--- config.mk ---
export PLATFORM = sky130hd
export DESIGN_NAME = ps2_host_tx
export DESIGN_NICKNAME = d
export VERILOG_FILES = /design/src/rtl/ps2_pkg.sv /design/src/rtl/ps2_line_filter.sv /design/src/rtl/ps2_host_tx.sv
export SDC_FILE = /design/constraint.sdc
export NUM_CORES = 1
export LEC_CHECK = 0
export CAP_MARGIN = 15
export CORE_UTILIZATION = 49
export DETAILED_ROUTE_END_ITERATION = 7
export GPL_ROUTABILITY_DRIVEN = 1
export PLACE_DENSITY = 0.69
export SLEW_MARGIN = 10
export SYNTH_ARGS = -nofsm -noshare
export SYNTH_HDL_FRONTEND = slang
export SYNTH_SLANG_ARGS = --single-unit
--- constraint.sdc ---
create_clock -name clk -period 2.5 [get_ports clk]
set_input_delay 0.25 -clock clk [delete_from_list [all_inputs] [get_ports clk]]
set_output_delay 0.25 -clock clk [all_outputs]
set_load 0.02 [all_outputs]
--- src/rtl/ps2_pkg.sv ---
// ps2_pkg: shared PS/2 definitions for the host transmitter and the receiver.
//   ps2_state_t   transmitter FSM states
//   ERR_*         err_code values reported by ps2_host_tx
//   us_to_cycles  converts a time in microseconds to system clock cycles
package ps2_pkg;

   typedef enum logic [2:0] {
      IDLE,
      INHIBIT,
      REQ,
      BITS,
      ACK,
      WAITIDLE
   } ps2_state_t;

   localparam logic [1:0] ERR_NONE  = 2'b00;
   localparam logic [1:0] ERR_START = 2'b01;
   localparam logic [1:0] ERR_FRAME = 2'b10;
   localparam logic [1:0] ERR_NOACK = 2'b11;

   function automatic int us_to_cycles(input int us, input int hz);
      longint prod;
      prod = longint'(us) * longint'(hz);
      return int'(prod / 64'sd1000000);
   endfunction

endpackage

--- src/rtl/ps2_line_filter.sv ---
// ps2_line_filter: conditions one raw PS/2 line for use in the clk domain.
//   clk, reset_n  system clock, asynchronous active-low reset
//   pin           raw pin level (asynchronous)
//   level         filtered level; changes only after FILTER_LEN consecutive
//                 synchronized samples disagree with it
//   fall          one-cycle pulse when level goes 1 -> 0
// Idle PS/2 lines float high, so every stage resets to 1.
module ps2_line_filter #(
   parameter int FILTER_LEN = 8
) (
   input  logic clk,
   input  logic reset_n,
   input  logic pin,
   output logic level,
   output logic fall
);

   localparam int CW = (FILTER_LEN > 1) ? $clog2(FILTER_LEN) : 1;

   logic          s1, s2, level_d;
   logic [CW-1:0] cnt;

   always_ff @(posedge clk or negedge reset_n) begin
      if (!reset_n) begin
         s1      <= 1'b1;
         s2      <= 1'b1;
         level   <= 1'b1;
         level_d <= 1'b1;
         cnt     <= '0;
      end else begin
         s1      <= pin;
         s2      <= s1;
         level_d <= level;
         // Any agreeing sample restarts the run, so short glitches never pass.
         if (s2 == level) begin
            cnt <= '0;
         end else if (cnt == CW'(FILTER_LEN - 1)) begin
            level <= s2;
            cnt   <= '0;
         end else begin
            cnt <= cnt + CW'(1);
         end
      end
   end

   assign fall = level_d & ~level;

endmodule

--- src/rtl/ps2_host_tx.sv ---
// ps2_host_tx: host-to-device PS/2 transmitter (open-drain clock/data).
//   clk, reset_n         system clock, asynchronous active-low reset
//   tx_data/tx_valid     byte to send, accepted when tx_valid && tx_ready
//   tx_ready             idle and able to accept a byte
//   busy                 transmission in progress (receiver discards frames)
//   done / err           one-cycle completion / failure pulse
//   err_code             01 start timeout, 10 frame timeout, 11 missing ack
//   ps2_clk_in/data_in   raw pin levels
//   ps2_clk_oe/data_oe   1 = pull the line low
// Build option PS2_TX_ACK_CHECK_EN: when defined, a high data line at the
// eleventh device clock fall reports ERR_NOACK; otherwise it is ignored.
module ps2_host_tx
   import ps2_pkg::*;
#(
   parameter int CLK_HZ           = 25000000,
   parameter int INHIBIT_US       = 120,
   parameter int START_TIMEOUT_US = 15000,
   parameter int FRAME_TIMEOUT_US = 2000,
   parameter int FILTER_LEN       = 8
) (
   input  logic       clk,
   input  logic       reset_n,
   input  logic [7:0] tx_data,
   input  logic       tx_valid,
   output logic       tx_ready,
   output logic       busy,
   output logic       done,
   output logic       err,
   output logic [1:0] err_code,
   input  logic       ps2_clk_in,
   input  logic       ps2_data_in,
   output logic       ps2_clk_oe,
   output logic       ps2_data_oe
);

   localparam int INH_CYC   = us_to_cycles(INHIBIT_US, CLK_HZ);
   localparam int START_CYC = us_to_cycles(START_TIMEOUT_US, CLK_HZ);
   localparam int FRAME_CYC = us_to_cycles(FRAME_TIMEOUT_US, CLK_HZ);
   localparam int MAX_CYC   = (START_CYC > FRAME_CYC) ?
                              ((START_CYC > INH_CYC) ? START_CYC : INH_CYC) :
                              ((FRAME_CYC > INH_CYC) ? FRAME_CYC : INH_CYC);
   localparam int TW        = $clog2(MAX_CYC + 1);

   logic clk_lvl, clk_fall, data_lvl, data_fall_unused;

   ps2_line_filter #(.FILTER_LEN(FILTER_LEN)) u_clk_filt (
      .clk(clk), .reset_n(reset_n), .pin(ps2_clk_in),
      .level(clk_lvl), .fall(clk_fall)
   );

   ps2_line_filter #(.FILTER_LEN(FILTER_LEN)) u_data_filt (
      .clk(clk), .reset_n(reset_n), .pin(ps2_data_in),
      .level(data_lvl), .fall(data_fall_unused)
   );

   ps2_state_t    state, state_n;
   logic [TW-1:0] tmr, tmr_n;
   logic [3:0]    bitcnt, bitcnt_n, nxt;
   logic [8:0]    frame, frame_n;   // {parity, data}, sent LSB first
   logic          clk_oe_n, data_oe_n, done_n, err_n;
   logic [1:0]    err_code_n;
`ifdef PS2_TX_ACK_CHECK_EN
   logic          ack_bad, ack_bad_n;
`endif

   // Ready only once the completion pulse has gone, so a new byte is never
   // accepted in the same cycle as done/err.
   assign tx_ready = (state == IDLE) && !done && !err;
   assign busy     = !tx_ready;
   assign nxt      = bitcnt + 4'd1;

   always_comb begin
      state_n    = state;
      tmr_n      = tmr + TW'(1);
      bitcnt_n   = bitcnt;
      frame_n    = frame;
      clk_oe_n   = ps2_clk_oe;
      data_oe_n  = ps2_data_oe;
      done_n     = 1'b0;
      err_n      = 1'b0;
      err_code_n = err_code;
`ifdef PS2_TX_ACK_CHECK_EN
      ack_bad_n  = ack_bad;
`endif
      case (state)
         IDLE: begin
            tmr_n = '0;
            if (tx_valid && tx_ready) begin
               frame_n    = {~^tx_data, tx_data};
               err_code_n = ERR_NONE;
               clk_oe_n   = 1'b1;
               data_oe_n  = 1'b0;
               state_n    = INHIBIT;
            end
         end
         INHIBIT: begin
            if (tmr == TW'(INH_CYC - 1)) begin
               data_oe_n = 1'b1;   // start bit
               clk_oe_n  = 1'b0;   // request-to-send
               tmr_n     = '0;
               state_n   = REQ;
            end
         end
         REQ: begin
            if (clk_fall) begin
               bitcnt_n  = 4'd0;
               data_oe_n = ~frame[0];
               tmr_n     = '0;
               state_n   = BITS;
            end else if (tmr == TW'(START_CYC)) begin
               err_code_n = ERR_START;
               state_n    = IDLE;
            end
         end
         BITS: begin
            if (clk_fall) begin
               if (bitcnt == 4'd8) begin
                  data_oe_n = 1'b0;   // stop bit: release data
                  state_n   = ACK;
               end else begin
                  bitcnt_n  = nxt;
                  data_oe_n = ~frame[nxt];
               end
            end else if (tmr == TW'(FRAME_CYC)) begin
               err_code_n = ERR_FRAME;
               state_n    = IDLE;
            end
         end
         ACK: begin
            if (clk_fall) begin
`ifdef PS2_TX_ACK_CHECK_EN
               ack_bad_n = data_lvl;
`endif
               state_n = WAITIDLE;
            end else if (tmr == TW'(FRAME_CYC)) begin
               err_code_n = ERR_FRAME;
               state_n    = IDLE;
            end
         end
         WAITIDLE: begin
            if (clk_lvl && data_lvl) begin
               state_n = IDLE;
`ifdef PS2_TX_ACK_CHECK_EN
               if (ack_bad) begin
                  err_n      = 1'b1;
                  err_code_n = ERR_NOACK;
               end else begin
                  done_n = 1'b1;
               end
`else
               done_n = 1'b1;
`endif
            end else if (tmr == TW'(FRAME_CYC)) begin
               err_code_n = ERR_FRAME;
               state_n    = IDLE;
            end
         end
         default: state_n = IDLE;
      endcase
      // A timeout is the only way back to IDLE with err_code changed here.
      if (state != IDLE && state_n == IDLE && !done_n && !err_n) begin
         err_n     = 1'b1;
         clk_oe_n  = 1'b0;
         data_oe_n = 1'b0;
      end
   end

   always_ff @(posedge clk or negedge reset_n) begin
      if (!reset_n) begin
         state       <= IDLE;
         tmr         <= '0;
         bitcnt      <= '0;
         frame       <= '0;
         ps2_clk_oe  <= 1'b0;
         ps2_data_oe <= 1'b0;
         done        <= 1'b0;
         err         <= 1'b0;
         err_code    <= ERR_NONE;
`ifdef PS2_TX_ACK_CHECK_EN
         ack_bad     <= 1'b0;
`endif
      end else begin
         state       <= state_n;
         tmr         <= tmr_n;
         bitcnt      <= bitcnt_n;
         frame       <= frame_n;
         ps2_clk_oe  <= clk_oe_n;
         ps2_data_oe <= data_oe_n;
         done        <= done_n;
         err         <= err_n;
         err_code    <= err_code_n;
`ifdef PS2_TX_ACK_CHECK_EN
         ack_bad     <= ack_bad_n;
`endif
      end
   end

endmodule

==> results of run 1 <==
## cell families after synthesis
kind of cell / count (synthesis) / synth area share (%)
adders and majority gates: 8 / 3.494
and+or+nand+nor: 114 / 22.31
AOI/OAI and AO/OA: 31 / 7.380
buffers and inverters: 16 / 3.318
muxes: 17 / 7.467
DFF: 54 / 47.47
xor gates and xnor gates: 28 / 8.559
## synthesized netlist by cell type (all sizes together)
| library cell | n |
|---|---|
| xnor2 | 13 |
| nand4b | 2 |
| xor2 | 15 |
| nand4bb | 2 |
| o21ai | 10 |
| nand2b | 5 |
| o211ai | 2 |
| dfrtp | 47 |
| buf | 7 |
| a32o | 1 |
| o22ai | 4 |
| inv | 9 |
| nand4 | 3 |
| nor3 | 11 |
| nor2b | 4 |
| and3 | 1 |
| a31oi | 1 |
| a22o | 1 |
| and4bb | 1 |
| ha | 8 |
| mux2 | 15 |
| or3 | 2 |
| a211o | 1 |
| and4b | 2 |
| or4 | 1 |
| nand3 | 16 |
| o41ai | 1 |
| and2 | 5 |
| mux4 | 2 |
| nand3b | 2 |
| a211oi | 1 |
| nor4 | 3 |
| a21oi | 6 |
| nor3b | 2 |
| a21boi | 2 |
| nor2 | 37 |
| nand2 | 15 |
| o221ai | 1 |
| dfstp | 7 |
## worst max-delay path, cell delays in order, from the launching register on
cell and delay [ns]:
sky130_fd_sc_hd__dfrtp_1 0.56, sky130_fd_sc_hd__nor3_1 0.28, sky130_fd_sc_hd__and2_1 0.17, sky130_fd_sc_hd__clkdlybuf4s50_1 0.60
## power groups by stage
stage	clock, mW	combinational (mW)	sequential (mW)
floorplan	0	0.131	0.998
global placement	0	0.180	1.01
detailed placement	0	0.180	1.01
CTS	0.518	0.184	0.995
global route	0.558	0.210	1.00
finish	0.498	0.181	0.994
## area by class of cell
| type | instances | area [um^2] |
|---|---|---|
| clock inverter | 3 | 26.28 |
| inverter | 9 | 33.78 |
| clock buffer | 5 | 68.82 |
| timing repair buffer | 27 | 250.2 |
| sequential | 54 | 1360 |
| multi-input combinational | 198 | 1410 |
| fill | 494 | 2335 |
| tap | 72 | 90.09 |
## layer usage
metal | routed length, um | up-vias | track usage, % | part of all wire, %
met3 | 129 | 4 | 3.488 | 2.5
li1 | - | 995 | - | -
met4 | 46 | 0 | 6.481 | 0.88
met5 | 0 | - | 0 | 0
met2 | 2424 | 28 | 29.91 | 46
met1 | 2636 | 988 | 27.21 | 50
## registers in the layout, indices dropped and copies added (netlist names), 2 cells and up
signal	flops
u_clk_filt.cnt	3
tmr	19
err_code	2
state	3
frame	9
bitcnt	4
u_data_filt.cnt	3
## worst paths after layout
check	start	slack (ns)	to	cells after the start
min in group asynchronous	reset_n	0.47	tmr[6]$_DFF_PN0_	3
min	ps2_data_in	0.34	u_data_filt.s1$_DFF_PN1_	1
max in group asynchronous	reset_n	1.72	u_clk_filt.level_d$_DFF_PN1_	3
min reg2reg	u_data_filt.s1$_DFF_PN1_	0.36	u_data_filt.s2$_DFF_PN1_	0
max	state[2]$_DFF_PN0_	0.33	tx_ready	3
max reg2reg	tmr[0]$_DFF_PN0_	0.38	err_code[0]$_DFFE_PN0P_	8
## stage by stage
step                      instances  power (mW)  hold WS [ns]  utilization [%]  cell area [um^2]
final                           368       1.673        0.3359            58.11              3239
after floorplan                 268       1.129      -0.04559                -              2865
after global routing            368       1.771        0.3207            58.11              3239
after detailed placement        359       1.192        0.2768            56.23              3134
after global placement          359       1.187        0.2777            56.23              3134
after CTS                       368       1.696        0.3269            58.11              3239
## timing repair
action	4_1_cts	5_1_grt
endpoints found under the setup margin	0	0
hold buffers	1	0
endpoints found under the hold margin	47	0
==> results.txt, run 1 <==
----------------------------------------------------
[Outcome]
  Run status ... finished clean

[Clock network]
  Post-cts repair resize count ... 0
  Total CTS buffers ... 5
  Clk_lat worst skew ... 0.31 ns
  Worst-case clock buffer depth ... 2
  Setup bufs post-CTS ... 0
  CTS Root Buffer Type ... sky130_fd_sc_hd__clkbuf_8
  Sink Count ... 54
  Clock slew seen by the registers of the worst setup and hold paths ... 0.11 ns
  CTS tree ... built
  Number of H-tree levels ... 2

[Placed design]
  Pre-CTS setup slack ... 0.3956 ns
  # port buffers ... 20
  HPWL reported at the end of detailed placement ... 3.885 mm
  Final Wtd Congestion ... 0.8032

[Timing]
  Worst-case setup margin in the final layout ... 0.3268 ns
  RSZ-0062 raised after global routing ... no
  Setup clock skew after layout ... 0.01147 ns
  Number of hold violations in the final report ... 0
  Slew @ Worst Pin ... 0.4926 ns
  Pins Over Slew Limit ... 0
  Fin crit period ... 2.173 ns
  Number of failing setup endpoints in the final timing report ... 0
  Achievable frequency ... 460.1 MHz
  Worst slew margin relative to its limit ... 66.91%
  Total Neg Setup Slack ... 0 ns
  Crit share post-route ... 86.93%

[Routing]
  Post-DR vias/cell ... 5.476
  Average routed wire per standard cell ... 14.23 um
  Number of DRC markers after the initial detailed-route iteration ... 104
  Total via count in the routed design ... 2015
  Post-route DRC ... 0
  Number of search-and-repair iterations in the first detailed-routing pass ... 4
  Post-detailed-route count of antenna-violating nets ... 0
  Total routed wirelength ... 5.236 mm

[Synthesis]
  Gate count of the mapped netlist ... 268
  Total number of yosys warnings ... 0
  Leading post-synthesis cells by cell area ... sky130_fd_sc_hd__dfrtp_1 41%, sky130_fd_sc_hd__dfstp_2 6.4%, sky130_fd_sc_hd__mux2_2 5.9%
  Syn_nets ... 289
  Portion of synthesized cell area occupied by the leading cell type ... 41.05%
  Total standard cell area after synthesis ... 2865 um^2
  Post-synthesis cell type count ... 49
  Proportion of synthesized chip area in sequential cells ... 47.47%
  Dominant cell type by area after synthesis ... sky130_fd_sc_hd__dfrtp_1
  Average cell area after synthesis ... 10.69 um^2
  Total of flip-flops plus latches after synthesis ... 54

[GRT]
  Largest net degree at the start of global routing ... 30
  Global-route congestion overflow total ... 0
  Total global routing track utilization ... 19.30%
  Initial antenna violation count ... 0
  Global-route wire length before repair ... 9.218 mm
  Number of global-route vias before repair ... 1963

[Pwr]
  Leakage power figure ... 1.406 nW
  Switching share of power ... 25.66%
  Internal power component ... 1.244 mW
  Part of the total power dissipated in sequential elements ... 59.4%
  Sw power ... 0.4293 mW
  Proportion of power drawn by the clock network ... 29.8%
  Peak supply drop ... 0.0003382 V
  Combinational group share of total power ... 10.8%
  Areal power density over the cells ... 516.4 nW/um^2

[Floorplanning]
  Core Footprint ... 5574 um^2
  Row count ... 27
  Horiz. Die Dim ... 78.47 um
  Effective utilization at floorplan ... 51.40%
  Vertical die dimension ... 78.47 um
  Die area ... 6158 um^2
  # IOs ... 21

[Flow run]
  MaxCap Viol Count ... 0

[Critical path]
  Nature of the critical path startpoint ... flop
  Nature of the critical path endpoint ... output port
  Required arrival time at the worst endpoint ... 2.25 ns
  CP Data Arrival Time ... 1.92 ns
  Critical Path Fanout Max ... 13
  Crit Path Class ... reg -> out

[Finish]
  Most frequent cells in the layout ... 47 x sky130_fd_sc_hd__dfrtp_1, 37 x sky130_fd_sc_hd__nor2_1, 19 x sky130_fd_sc_hd__clkdlybuf4s50_1, 16 x sky130_fd_sc_hd__nand3_1
  Commonest non-fill, non-tap cell in the layout ... sky130_fd_sc_hd__dfrtp_1
  Final layout net count ... 316
  Diode count ... 0
  Ratio of cells with drive above 1 in the final layout ... 17.57%
  Layout-stage area growth over the synthesis result ... 13.06%

[Worst hold path]
  Hold crit path type ... in -> reg

----------------------------------------------------
No activity file was read; power rests on OpenSTA's default activity.
==> run 2, diff against run 1 <==
Settings changed: CORE_MARGIN from default to 2.
==> run 2 against run 1 <==
Critical path depth stayed put. Die area is 5.2% higher. Cell count is 0.27% lower. Hold slack worse by 0.27 ns. Register-to-register slack hardly changed. Largest cell class unchanged. Wire length is 3.6% higher. Critical endpoint unchanged.
==> results.txt, run 2 (synthesized netlist as in run 1, its figures left out) <==
----------------------------------------------------
[Clock network]
  Clock slew seen by the registers of the worst setup and hold paths ... 0.11 ns (about the same)
  Hold buffer count at CTS ... 0 (was 1)
  CTS Root Buffer Type ... sky130_fd_sc_hd__clkbuf_8 (unchanged)
  Worst-case clock buffer depth ... 2 (unchanged)
  Clk_lat worst skew ... 0.31 ns (about the same)
  Post-cts repair resize count ... 0 (unchanged)
  Total CTS buffers ... 5 (unchanged)
  Setup bufs post-CTS ... 0 (unchanged)
  Sink Count ... 54 (unchanged)
  CTS tree ... built (unchanged)
  Number of H-tree levels ... 2 (unchanged)

[GRT]
  Largest net degree at the start of global routing ... 42 (was 30)
  Global-route track usage on met1 ... 26.72% (was 27.21%)
  Total global routing track utilization ... 18.91% (was 19.30%)
  Global-route congestion overflow total ... 0 (unchanged)
  Global-route wire length before repair ... 9.542 mm (was 9.218 mm)
  Initial antenna violation count ... 0 (unchanged)
  Global-route met3 utilization ... 3.371% (was 3.488%)
  Number of global-route vias before repair ... 2026 (was 1963)
  Layer carrying the most global-route usage ... met2 (unchanged)
  M2 GR Usage ... 29.58% (was 29.91%)

[Outcome]
  Run status ... finished clean (unchanged)

[Finish]
  Layout-stage area growth over the synthesis result ... 12.71% (was 13.06%)
  Ratio of cells with drive above 1 in the final layout ... 17.63% (was 17.57%)
  Storage element area ... 1360 um^2 (unchanged)
  Regs by FF count ... tmr x19, frame x9, bitcnt x4 (unchanged)
  Final cell count without fillers ... 367 (was 368)
  Diode count ... 0 (unchanged)
  Most frequent cells in the layout ... 47 x sky130_fd_sc_hd__dfrtp_1, 37 x sky130_fd_sc_hd__nor2_1, 19 x sky130_fd_sc_hd__clkdlybuf4s50_1, 16 x sky130_fd_sc_hd__nand3_1 (unchanged)
  Most flops, register ... tmr (unchanged)
  Commonest non-fill, non-tap cell in the layout ... sky130_fd_sc_hd__dfrtp_1 (unchanged)
  Multi-input gate area in the final layout ... 1410 um^2 (unchanged)
  Final layout net count ... 315 (was 316)
  Number of flip-flops under the largest register name ... 19 (unchanged)
  Fillers ... 486 (was 494)
  Design area ... 3229 um^2 (was 3239 um^2)

[Flow run]
  MaxCap Viol Count ... 0 (unchanged)

[Critical path]
  Crit Path Class ... reg -> out (unchanged)
  Delay of the slowest cell on the worst path ... 0.60 ns (about the same)
  Highest-delay cell along the critical path ... sky130_fd_sc_hd__clkdlybuf4s50_1 (unchanged)
  Nature of the critical path endpoint ... output port (unchanged)
  R2r worst-path depth ... 8 (unchanged)
  Nature of the critical path startpoint ... flop (unchanged)
  Critical Path, Cell by Cell ... nor3_1 -> and2_1 -> clkdlybuf4s50_1 (unchanged)
  CP Data Arrival Time ... 1.92 ns (about the same)
  Critical Path Fanout Max ... 13 (unchanged)
  Worst setup slack for register-to-register paths ... 0.37 ns (was 0.38 ns)
  FF-to-FF End ... err_code[0]$_DFFE_PN0P_ (unchanged)
  Startpoint of the worst register-to-register path ... tmr[0]$_DFF_PN0_ (unchanged)
  Required arrival time at the worst endpoint ... 2.25 ns (about the same)

[Timing]
  Slew @ Worst Pin ... 0.9087 ns (was 0.4926 ns)
  Crit share post-route ... 86.92% (was 86.93%)
  Setup clock skew after layout ... 0.008782 ns (was 0.01147 ns)
  RSZ-0062 raised after global routing ... no (unchanged)
  Number of failing setup endpoints in the final timing report ... 0 (unchanged)
  Total Neg Setup Slack ... 0 ns (unchanged)
  Worst slew margin relative to its limit ... 39.42% (was 66.91%)
  Pins Over Slew Limit ... 0 (unchanged)
  Fin crit period ... 2.173 ns (about the same)
  Achievable frequency ... 460.2 MHz (was 460.1 MHz)
  Worst Hold Margin ... 0.06371 ns (was 0.3359 ns)
  Number of hold violations in the final report ... 0 (unchanged)

[Placed design]
  Area post-placement ... 3134 um^2 (unchanged)
  # placed instances ... 359 (unchanged)
  Final Wtd Congestion ... 0.8608 (was 0.8032)
  # port buffers ... 20 (unchanged)
  HPWL reported at the end of detailed placement ... 3.947 mm (was 3.885 mm)

[Routing]
  Number of DRC markers after the initial detailed-route iteration ... 177 (was 104)
  Post-route DRC ... 0 (unchanged)
  Post-detailed-route count of antenna-violating nets ... 0 (unchanged)
  Total routed wirelength ... 5.425 mm (was 5.236 mm)
  Number of search-and-repair iterations in the first detailed-routing pass ... 4 (unchanged)
  Total via count in the routed design ... 2037 (was 2015)
  Average routed wire per standard cell ... 14.78 um (was 14.23 um)
  Post-DR vias/cell ... 5.550 (was 5.476)

[Floorplanning]
  Horiz. Die Dim ... 80.47 um (was 78.47 um)
  Die area ... 6475 um^2 (was 6158 um^2)
  Vertical die dimension ... 80.47 um (was 78.47 um)
  # IOs ... 21 (unchanged)
  Core Footprint ... 5574 um^2 (unchanged)
  Row count ... 27 (unchanged)
  Effective utilization at floorplan ... 51.40% (unchanged)

[Worst hold path]
  Hold crit path type ... in -> async (was in -> reg)

[Pwr]
  Total design power ... 1.678 mW (was 1.673 mW)
  Leakage power figure ... 1.402 nW (was 1.406 nW)
  Areal power density over the cells ... 519.6 nW/um^2 (was 516.4 nW/um^2)
  Peak supply drop ... 0.0002870 V (was 0.0003382 V)

----------------------------------------------------
run 2: changes by cell type in the layout (fill, tap and decap cells not counted):
cell                            delta
sky130_fd_sc_hd__dlygate4sd3_1     -1
run 2: power by group:
| part | switching [mW] | total, mW | leakage [nW] | internal [mW] |
|---|---|---|---|---|
| registers | 0.0416 | 0.992 | 0.695 | 0.951 |
| clock network | 0.300 | 0.503 | 0.0483 | 0.203 |
| logic | 0.0924 | 0.182 | 0.659 | 0.0898 |
run 2: layout make-up:
class | count | area share, %
Multi-Input combinational cell | 198 | 43.67
Sequential cell | 54 | 42.12
Timing Repair Buffer | 26 | 7.439
Tap cell | 72 | 2.790
Clock buffer | 5 | 2.131
Inverter | 9 | 1.046
Clock inverter | 3 | 0.8136
run 2: metal layers:
metal	up-vias	routed length (um)
li1	992	-
met3	4	185
met5	-	0
met2	38	2614
met1	1003	2571
met4	0	53
run 2: how the worst max path moves through the flow:
stage	slack, ns	start	to	cells past startpoint
2_1_floorplan	0.54	tmr[0]$_DFF_PN0_	err_code[0]$_DFFE_PN0P_	8
3_3_place_gp	0.44	tmr[0]$_DFF_PN0_	err_code[1]$_DFFE_PN0P_	8
3_5_place_dp	0.37	tmr[0]$_DFF_PN0_	err_code[0]$_DFFE_PN0P_	8
4_1_cts	0.32	state[2]$_DFF_PN0_	tx_ready	3
5_1_grt	0.20	state[2]$_DFF_PN0_	tx_ready	3
6_report	0.33	state[2]$_DFF_PN0_	tx_ready	3
run 2: critical path, delay by kind of cell, from the launching register on:
kind,cells,cell delay (ns)
flops,1,0.55
simple gates,2,0.46
buf+inv,1,0.60
run 2: through the flow:
stage	setup WS [ns]	util [%]
CTS	0.3181	57.93
finish	0.3271	57.93
floorplan	0.5361	-
global placement	0.4447	56.23
global route	0.2040	57.93
detailed placement	0.3732	56.23
